$ cat config.mk
export PLATFORM = sky130hd
export DESIGN_NAME = simon_round_seq_flat
export DESIGN_NICKNAME = d
export VERILOG_FILES = /design/src/rtl/simon_round_seq_if.sv /design/src/rtl/simon_round_seq.sv /design/src/flat_wrapper.sv
export SDC_FILE = /design/constraint.sdc
export NUM_CORES = 1
export LEC_CHECK = 0
export ABC_AREA = 1
export BUFFER_PORTS_ARGS = -buffer_cell sky130_fd_sc_hd__buf_2
export CELL_PAD_IN_SITES_DETAIL_PLACEMENT = 1
export CELL_PAD_IN_SITES_GLOBAL_PLACEMENT = 1
export CORE_UTILIZATION = 43
export DETAILED_ROUTE_END_ITERATION = 6
export PLACE_DENSITY = 0.88
export SETUP_SLACK_MARGIN = 0.02
export SLEW_MARGIN = 20
export SYNTH_ARGS = -nofsm -noshare
export SYNTH_HDL_FRONTEND = slang
export SYNTH_SLANG_ARGS = --single-unit
$ cat constraint.sdc
create_clock -name clock -period 2.1 [get_ports clock]
set_input_delay 0.525 -clock clock [delete_from_list [all_inputs] [get_ports clock]]
set_output_delay 0.525 -clock clock [all_outputs]
set_load 0.01 [all_outputs]
$ cat src/rtl/simon_round_seq_if.sv
// Handshake/bus bundle between the Simon round sequencer and its surroundings
// (pattern memory, button debouncer, LED driver, game controller).
interface simon_round_seq_if;
  logic       start_round;
  logic [4:0] round_len;
  logic [4:0] step_addr;
  logic [1:0] pattern_step;
  logic       btn_valid;
  logic [1:0] btn_code;
  logic [3:0] led;
  logic       busy;
  logic       round_pass;
  logic       round_fail;
  logic       fail_timeout;

  modport master (
    output start_round, round_len, pattern_step, btn_valid, btn_code,
    input  step_addr, led, busy, round_pass, round_fail, fail_timeout
  );

  modport slave (
    input  start_round, round_len, pattern_step, btn_valid, btn_code,
    output step_addr, led, busy, round_pass, round_fail, fail_timeout
  );
endinterface

$ cat src/rtl/simon_round_seq.sv
// Simon game round sequencer: plays a stored colour pattern on the LEDs, then
// checks the player's presses against it with a per-press timeout.
module simon_round_seq #(
  parameter logic [23:0] SHOW_CYCLES    = 24'd12_500_000,
  parameter logic [23:0] GAP_CYCLES     = 24'd5_000_000,
  parameter logic [23:0] TIMEOUT_CYCLES = 24'd16_000_000
) (
  input  logic              clock,
  input  logic              reset,
  simon_round_seq_if.slave  bus
);

  typedef enum logic [2:0] {
    S_IDLE,
    S_SHOW,
    S_GAP,
    S_WAIT_IN,
    S_PASS,
    S_FAIL
  } state_t;

  localparam logic [23:0] SHOW_LAST    = SHOW_CYCLES - 24'd1;
  localparam logic [23:0] GAP_LAST     = GAP_CYCLES - 24'd1;
  localparam logic [23:0] TIMEOUT_LAST = TIMEOUT_CYCLES - 24'd1;

  state_t      state, state_nx;
  logic [23:0] cnt, cnt_nx;
  logic [4:0]  idx, idx_nx;
  logic [4:0]  len, len_nx;
  logic        fto, fto_nx;

  logic        last_step;
  logic        press_ok;

  function automatic logic [3:0] colour_onehot(input logic [1:0] code);
    return 4'b0001 << code;
  endfunction

  assign last_step = (idx == (len - 5'd1));
  assign press_ok  = (bus.btn_code == bus.pattern_step);

  always_ff @(posedge clock or posedge reset) begin
    if (reset) begin
      state <= S_IDLE;
      cnt   <= 24'd0;
      idx   <= 5'd0;
      len   <= 5'd0;
      fto   <= 1'b0;
    end else begin
      state <= state_nx;
      cnt   <= cnt_nx;
      idx   <= idx_nx;
      len   <= len_nx;
      fto   <= fto_nx;
    end
  end

  always_comb begin
    state_nx = state;
    cnt_nx   = cnt;
    idx_nx   = idx;
    len_nx   = len;
    fto_nx   = fto;
    case (state)
      S_IDLE: begin
        // A zero-length round is a no-op rather than an immediate pass.
        if (bus.start_round && (bus.round_len != 5'd0)) begin
          len_nx   = bus.round_len;
          idx_nx   = 5'd0;
          cnt_nx   = 24'd0;
          fto_nx   = 1'b0;
          state_nx = S_SHOW;
        end
      end
      S_SHOW: begin
        if (cnt == SHOW_LAST) begin
          cnt_nx   = 24'd0;
          state_nx = S_GAP;
        end else begin
          cnt_nx = cnt + 24'd1;
        end
      end
      S_GAP: begin
        if (cnt == GAP_LAST) begin
          cnt_nx = 24'd0;
          if (last_step) begin
            idx_nx   = 5'd0;
            state_nx = S_WAIT_IN;
          end else begin
            idx_nx   = idx + 5'd1;
            state_nx = S_SHOW;
          end
        end else begin
          cnt_nx = cnt + 24'd1;
        end
      end
      S_WAIT_IN: begin
        // A press landing on the final timeout cycle wins over the timeout.
        if (bus.btn_valid) begin
          if (!press_ok) begin
            fto_nx   = 1'b0;
            state_nx = S_FAIL;
          end else if (last_step) begin
            state_nx = S_PASS;
          end else begin
            idx_nx = idx + 5'd1;
            cnt_nx = 24'd0;
          end
        end else if (cnt == TIMEOUT_LAST) begin
          fto_nx   = 1'b1;
          state_nx = S_FAIL;
        end else begin
          cnt_nx = cnt + 24'd1;
        end
      end
      S_PASS:  state_nx = S_IDLE;
      S_FAIL:  state_nx = S_IDLE;
      default: state_nx = S_IDLE;
    endcase
  end

  assign bus.step_addr    = idx;
  assign bus.led          = (state == S_SHOW) ? colour_onehot(bus.pattern_step) : 4'b0000;
  assign bus.busy         = (state != S_IDLE);
  assign bus.round_pass   = (state == S_PASS);
  assign bus.round_fail   = (state == S_FAIL);
  assign bus.fail_timeout = (state == S_FAIL) && fto;

endmodule

$ cat src/flat_wrapper.sv
// flat-port wrapper written by rule: the top's interface ports become plain ports
module simon_round_seq_flat 
#(
  parameter logic [23:0] SHOW_CYCLES    = 24'd12_500_000,
  parameter logic [23:0] GAP_CYCLES     = 24'd5_000_000,
  parameter logic [23:0] TIMEOUT_CYCLES = 24'd16_000_000
)
  (clock, reset, bus_start_round, bus_round_len, bus_pattern_step, bus_btn_valid, bus_btn_code, bus_step_addr, bus_led, bus_busy, bus_round_pass, bus_round_fail, bus_fail_timeout);
  simon_round_seq_if bus_i ();
  input  logic clock;
  input  logic reset;
  input wire logic [$bits(bus_i.start_round)-1:0] bus_start_round;
  input wire logic [$bits(bus_i.round_len)-1:0] bus_round_len;
  input wire logic [$bits(bus_i.pattern_step)-1:0] bus_pattern_step;
  input wire logic [$bits(bus_i.btn_valid)-1:0] bus_btn_valid;
  input wire logic [$bits(bus_i.btn_code)-1:0] bus_btn_code;
  output wire logic [$bits(bus_i.step_addr)-1:0] bus_step_addr;
  output wire logic [$bits(bus_i.led)-1:0] bus_led;
  output wire logic [$bits(bus_i.busy)-1:0] bus_busy;
  output wire logic [$bits(bus_i.round_pass)-1:0] bus_round_pass;
  output wire logic [$bits(bus_i.round_fail)-1:0] bus_round_fail;
  output wire logic [$bits(bus_i.fail_timeout)-1:0] bus_fail_timeout;
  assign bus_i.start_round = bus_start_round;
  assign bus_i.round_len = bus_round_len;
  assign bus_i.pattern_step = bus_pattern_step;
  assign bus_i.btn_valid = bus_btn_valid;
  assign bus_i.btn_code = bus_btn_code;
  assign bus_step_addr = bus_i.step_addr;
  assign bus_led = bus_i.led;
  assign bus_busy = bus_i.busy;
  assign bus_round_pass = bus_i.round_pass;
  assign bus_round_fail = bus_i.round_fail;
  assign bus_fail_timeout = bus_i.fail_timeout;
  simon_round_seq #(.SHOW_CYCLES(SHOW_CYCLES), .GAP_CYCLES(GAP_CYCLES), .TIMEOUT_CYCLES(TIMEOUT_CYCLES)) u_core (.clock(clock), .reset(reset), .bus(bus_i));
endmodule
## Word-level counts from Yosys, hierarchy flattened

Index checks and enable logic that the tools add are counted.

| cells by class | value |
|---|---|
| divide/modulo/power cells | 0 |
| magnitude comparators | 0 |
| reductions and logical operators | 13 |
| mux-type cells | 30 |
| multipliers | 0 |
| shift-type cells | 1 |
| bitwise logic cells | 0 |
| add/sub/neg operators | 3 |
| equal/unequal tests | 22 |

Operator list:

| operator | count |
|---|---|
| 24-bit 2-to-1 mux | 7 |
| 24-bit one-hot mux with 4 select lines | 1 |
| 24-bit equality test (second input constant) | 2 |
| 5-bit 2-to-1 mux | 6 |
| 24-bit by 1-bit adder with 24-bit output (second input constant) | 1 |
| 24-bit by 23-bit equality test with 1-bit output (second input constant) | 1 |
| 3-bit 2-to-1 mux | 7 |
| 5-bit one-hot mux with 3 select lines | 1 |
| 3-bit one-hot mux with 4 select lines | 1 |
| 5-bit AND reduction | 2 |
| 3-bit inequality test (second input constant) | 3 |
| 2-bit by 1-bit inequality test with 1-bit output (second input constant) | 4 |
| 3-bit by 2-bit equality test with 1-bit output (second input constant) | 2 |
| 3-bit equality test (second input constant) | 2 |
| 3-bit by 2-bit inequality test with 1-bit output (second input constant) | 2 |
| 6-bit AND reduction | 1 |
| 3-bit nonzero test | 2 |
| 5-bit by 1-bit adder with 5-bit output (second input constant) | 1 |
| 5-bit equality test | 1 |
| 5-bit nonzero test | 1 |
| 5-bit by 1-bit subtractor with 5-bit output (second input constant) | 1 |
| 1-bit 2-to-1 mux | 4 |
| 4-bit 2-to-1 mux | 1 |
| 2-bit inequality test (second input constant) | 2 |
| other kinds (12) | 13 |

| word-level totals | value |
|---|---|
| input port bits | 13 |
| register bits after elaboration | 38 |
| logic and storage cells | 74 |
| memories | 0 |
| latch bits | 0 |
| memory bits (writable) | 0 |
| output and inout port bits | 13 |
| bits in read-only memories | 0 |

## Depth between registers and ports, before layout

| depth | value |
|---|---|
| depth after elaboration | 6 |
| depth in mapped cells | 14 |
| mapped depth without buffers | 14 |

## Worst setup path after synthesis

No wires, ideal clock.

| timing | value |
|---|---|
| path kind | flip-flop to output port |
| start point | reg u_core.state[0] |
| end point | out bus_led[0] |
| buffers on the path | 0 |
| cell stages (with the launch flop) | 7 |
| path slack | 0.244 ns |
| required time | 1.575 ns |
| arrival | 1.331 ns |
| cells stage by stage | dfrtp_1 > inv_2 > nor2_1 > inv_1 > nor2_2 > inv_1 > nor3_1 |

| between the ends | value |
|---|---|
| cells in the longest elaborated chain, start to end | 2 |

Ends and longest elaborated chain:

| item | RTL line | text |
|---|---|---|
| from (decl) | simon_round_seq.sv:26 | `state_t state, state_nx;` |
| from (signal assigned) | simon_round_seq.sv:50 | `state <= state_nx;` |
| 3-bit by 1-bit equality test with 1-bit output | simon_round_seq.sv:123 | `assign bus.led = (state == S_SHOW) ? colour_onehot(bus.pattern_step) : 4'b0000;` |
| 4-bit 2-to-1 mux | simon_round_seq.sv:123 |  |
| to (decl) | flat_wrapper.sv:18 | `output wire logic [$bits(bus_i.led)-1:0] bus_led;` |

Every way passes these cells.

## Worst setup path in the final report

| timing | value |
|---|---|
| start point | reg u_core.state[1] |
| end point | reg u_core.idx[1] (netlist: u_core.bus.step_addr[1]) |

| between the ends | value |
|---|---|
| cells in the longest elaborated chain, start to end | 3 |
| elaborated cells between the ends (all ways) | 11 |
| those cells by class | eq/ne (7); mux (1); reduce/logical (3) |

Ends and longest elaborated chain:

| item | RTL line | text |
|---|---|---|
| 3-bit by 2-bit equality test with 1-bit output or 3-bit zero test (tied branches) | simon_round_seq.sv:64 | `case (state)` |
| 2-bit inequality test (no line) (tied with other cells) | - |  |
| 6-bit AND reduction (no line) | - |  |
| to (signal assigned) | simon_round_seq.sv:52 | `idx <= idx_nx;` |
| to (decl) | simon_round_seq.sv:28 | `logic [4:0] idx, idx_nx;` |

Several ways; a longest one is shown, not always the timed one.
A chain may end at the register's enable or synchronous reset.

==> flow_metrics.tcl <==
set metrics [dict create \
    floorplan.initialDensity_pct 45.5 \
    synth-compound-area-share_pct 5.35 \
    area_growth_pct 19.5 \
    yosys_warnings 0 \
    combPwrFrac_pct 53.7 \
    drtIter0Drc 229 \
    root_buffer "clkbuf_8" \
    finalClockSkew_ps 7.93 \
    synth_fa_ha_area_share_pct 1.18 \
    wl_met3_um 620 \
    routed.top_layer "met4" \
    peakVddDrop_v 0.000741 \
    htreeDepth 2 \
    power_frac_seq_pct 25.4 \
    post-route-drc-count 0 \
    die_height_um 88.0 \
    worstSetupPathType "flip-flop to flip-flop" \
    path_clk_slew_ps 90 \
    fp-row-count 30 \
    dr_wl_met2_mm 5.82 \
    fin_nets 574 \
    syn_nets 529 \
    avgViaCountPerCell 5.65 \
    setup_viol 0 \
    cts_sinks 38 \
    synth_area_per_cell_um2 6.20 \
    clock_latency_ps 310 \
    worst_pin_slew_ps 686 \
    max_clock_freq_mhz 490 \
    layout_common_cells "nand2_1 (159), inv_1 (64), nor2_1 (60)" \
    layout-drive-gt1-share_pct 17.0 \
    required_ps 2350 \
    io_pins 26 \
    synth_flop_cell "dfrtp_1" \
    startpoint_type "flip-flop" \
    dieWidth_um 88.0 \
    run_status "complete, no violations" \
    multi_input_area_mm2 0.00201 \
    intPower_mw 1.97 \
    utilization_pct 54.4 \
    core-area_mm2 0.00698 \
    synth_top_family_by_area "simple AND/OR/NAND/NOR gates" \
    powerDensity_mw_per_mm2 1000 \
    tns_ps 0 \
    synth_seq_cells 38 \
    overflow 0 \
    relSlewSlack_pct 54.2 \
    cts_made_buffers 5 \
    grt_pass1_vias 3729 \
    first_pass_iters 4 \
    num-fill-cells 999 \
    cts_hold_buffers 0 \
    grt_pass1_wl_mm 18.4 \
    routed-via-count 3700 \
    seqCellArea_um2 951 \
    period_minus_slack_ps 2040 \
    ant_nets 0 \
    ys_types 32 \
    m1WireLength_mm 5.04 \
    globalplace.congestion 0.910 \
    synth_area_mm2 0.00318 \
    syn_inst 513 \
    synth_enable_flop_cells 0 \
    maxCapViolations 0 \
    synth_xor_area_share_pct 3.58 \
    maxSlewViolCount 0 \
    grt_start_max_net_pins 39 \
    routed_wl_mm 11.9 \
    clkPwrFrac_pct 20.9 \
    hold_path.class "primary input to asynchronous set/reset pin" \
    endpoint_kind "flip-flop" \
    grt_antenna_before_repair 0 \
    hold_violations 0 \
    wl_per_cell_um 18.1 \
    synthMuxAreaShare_pct 0 \
    io_buffers 25 \
    power_switching_mw 1.84 \
    n_antenna_cell 0 \
    yosys.area_share.simple_pct 49.7 \
    fp.dieArea_mm2 0.00774 \
    crit_fanout 15 \
    total_power_mw 3.80 \
    worstPathArrival_ps 2290 \
    p_sw_share_pct 48.3 \
    hpwlAfterDp_mm 8.68 \
    grt.total_usage_pct 31.5 \
    layout_commonest_cell "nand2_1" \
    seq_area_frac_synth_pct 29.9 \
    period_share_pct 97.1 \
    synth-async-reset-ratio_pct 100 \
    cts_tree "built" \
    clock_path_buffers 2 \
    p_leak_nw 1.87 \
]
sequential cells by signal (all words and copies together) (netlist names):
signal / flops
u_core.bus.step_addr: 5
u_core.cnt: 24
u_core.fto: 1
u_core.len: 5
u_core.state: 3
kinds of logic (layout without fill, tap and decap cells):
kind of cell,Yosys count,in the layout
AOI/OAI and AO/OA,29,29
xor gates and xnor gates,13,13
adders and majority gates,3,3
buffers and inverters,80,126
DFF,38,38
and+or+nand+nor,350,350
through the flow:
step | cell area, um2 | setup WS [ps] | hold WS (ps) | instances
after floorplan | 3180 | 244 | 446 | 513
after global placement | 3520 | 178 | 474 | 644
after detailed placement | 3520 | -48.8 | 490 | 644
after CTS | 3670 | 20.7 | 369 | 652
after global routing | 3800 | -36.2 | 392 | 655
final | 3800 | 60.4 | 339 | 655
worst max-delay path, stage by stage, from the launching register on:
cell,delay [ps]
dfrtp_1,440
inv_1,120
nor2_4,220
nand2_4,130
inv_1,530
nand2_1,240
nand2b_4,160
nand2_1,60
nand2_1,70
layout make-up:
cell class | count | share of cell area [%]
clock buffer | 5 | 1.81
inverter | 68 | 6.85
tap | 96 | 3.16
clock inverter | 3 | 1.81
multi-input combinational | 395 | 52.9
timing repair buffer | 50 | 8.43
sequential | 38 | 25.0
routing by layer:
layer,vias to the layer above,track usage (%)
met2,116,54.2
met1,1813,39.8
met4,0,12.4
li1,1745,-
met5,-,0
met3,26,4.24
power by group through the flow:
stage,Sequential [mW],Combinational (mW),Clock [mW]
after global placement,0.957,1.62,0
after detailed placement,0.970,1.70,0
after floorplan,0.965,1.14,0
after CTS,0.957,1.75,0.796
final,0.965,2.04,0.793
after global routing,0.980,2.23,0.816
path summary, 6_finish.rpt:
check | from | end | cells past startpoint | slack, ps
min | reset | u_core.cnt[14] | 3 | 340
max | u_core.state[1] | u_core.bus.step_addr[1] | 8 | 60
max reg2reg | u_core.state[1] | u_core.bus.step_addr[1] | 8 | 60
min reg2reg | u_core.len[2] | u_core.len[2] | 2 | 570
min in group clock | bus_round_len[3] | u_core.len[3] | 3 | 430
max in group asynchronous | reset | u_core.cnt[16] | 3 | 1390
cell usage after synthesis, types with 5 or more instances:
cell type	number	area, um2
xor2_1	8	70.1
nand2_1	162	608
buf_2	6	30.0
o21ai_1	6	30.0
inv_1	65	244
nor2_2	7	43.8
xnor2_1	5	43.8
dfrtp_1	38	951
nor3_1	9	45.0
nand3_1	61	305
nor2_1	64	240
o21ai_0	14	70.1
nand4_1	29	181
what timing repair did:
item | CTS | global route
buffers inserted | 0 | 3
pin swaps | 0 | 5
endpoints found under the setup margin | 23 | 35
resized for setup | 5 | 24
No activity file was read; power rests on OpenSTA's default activity.
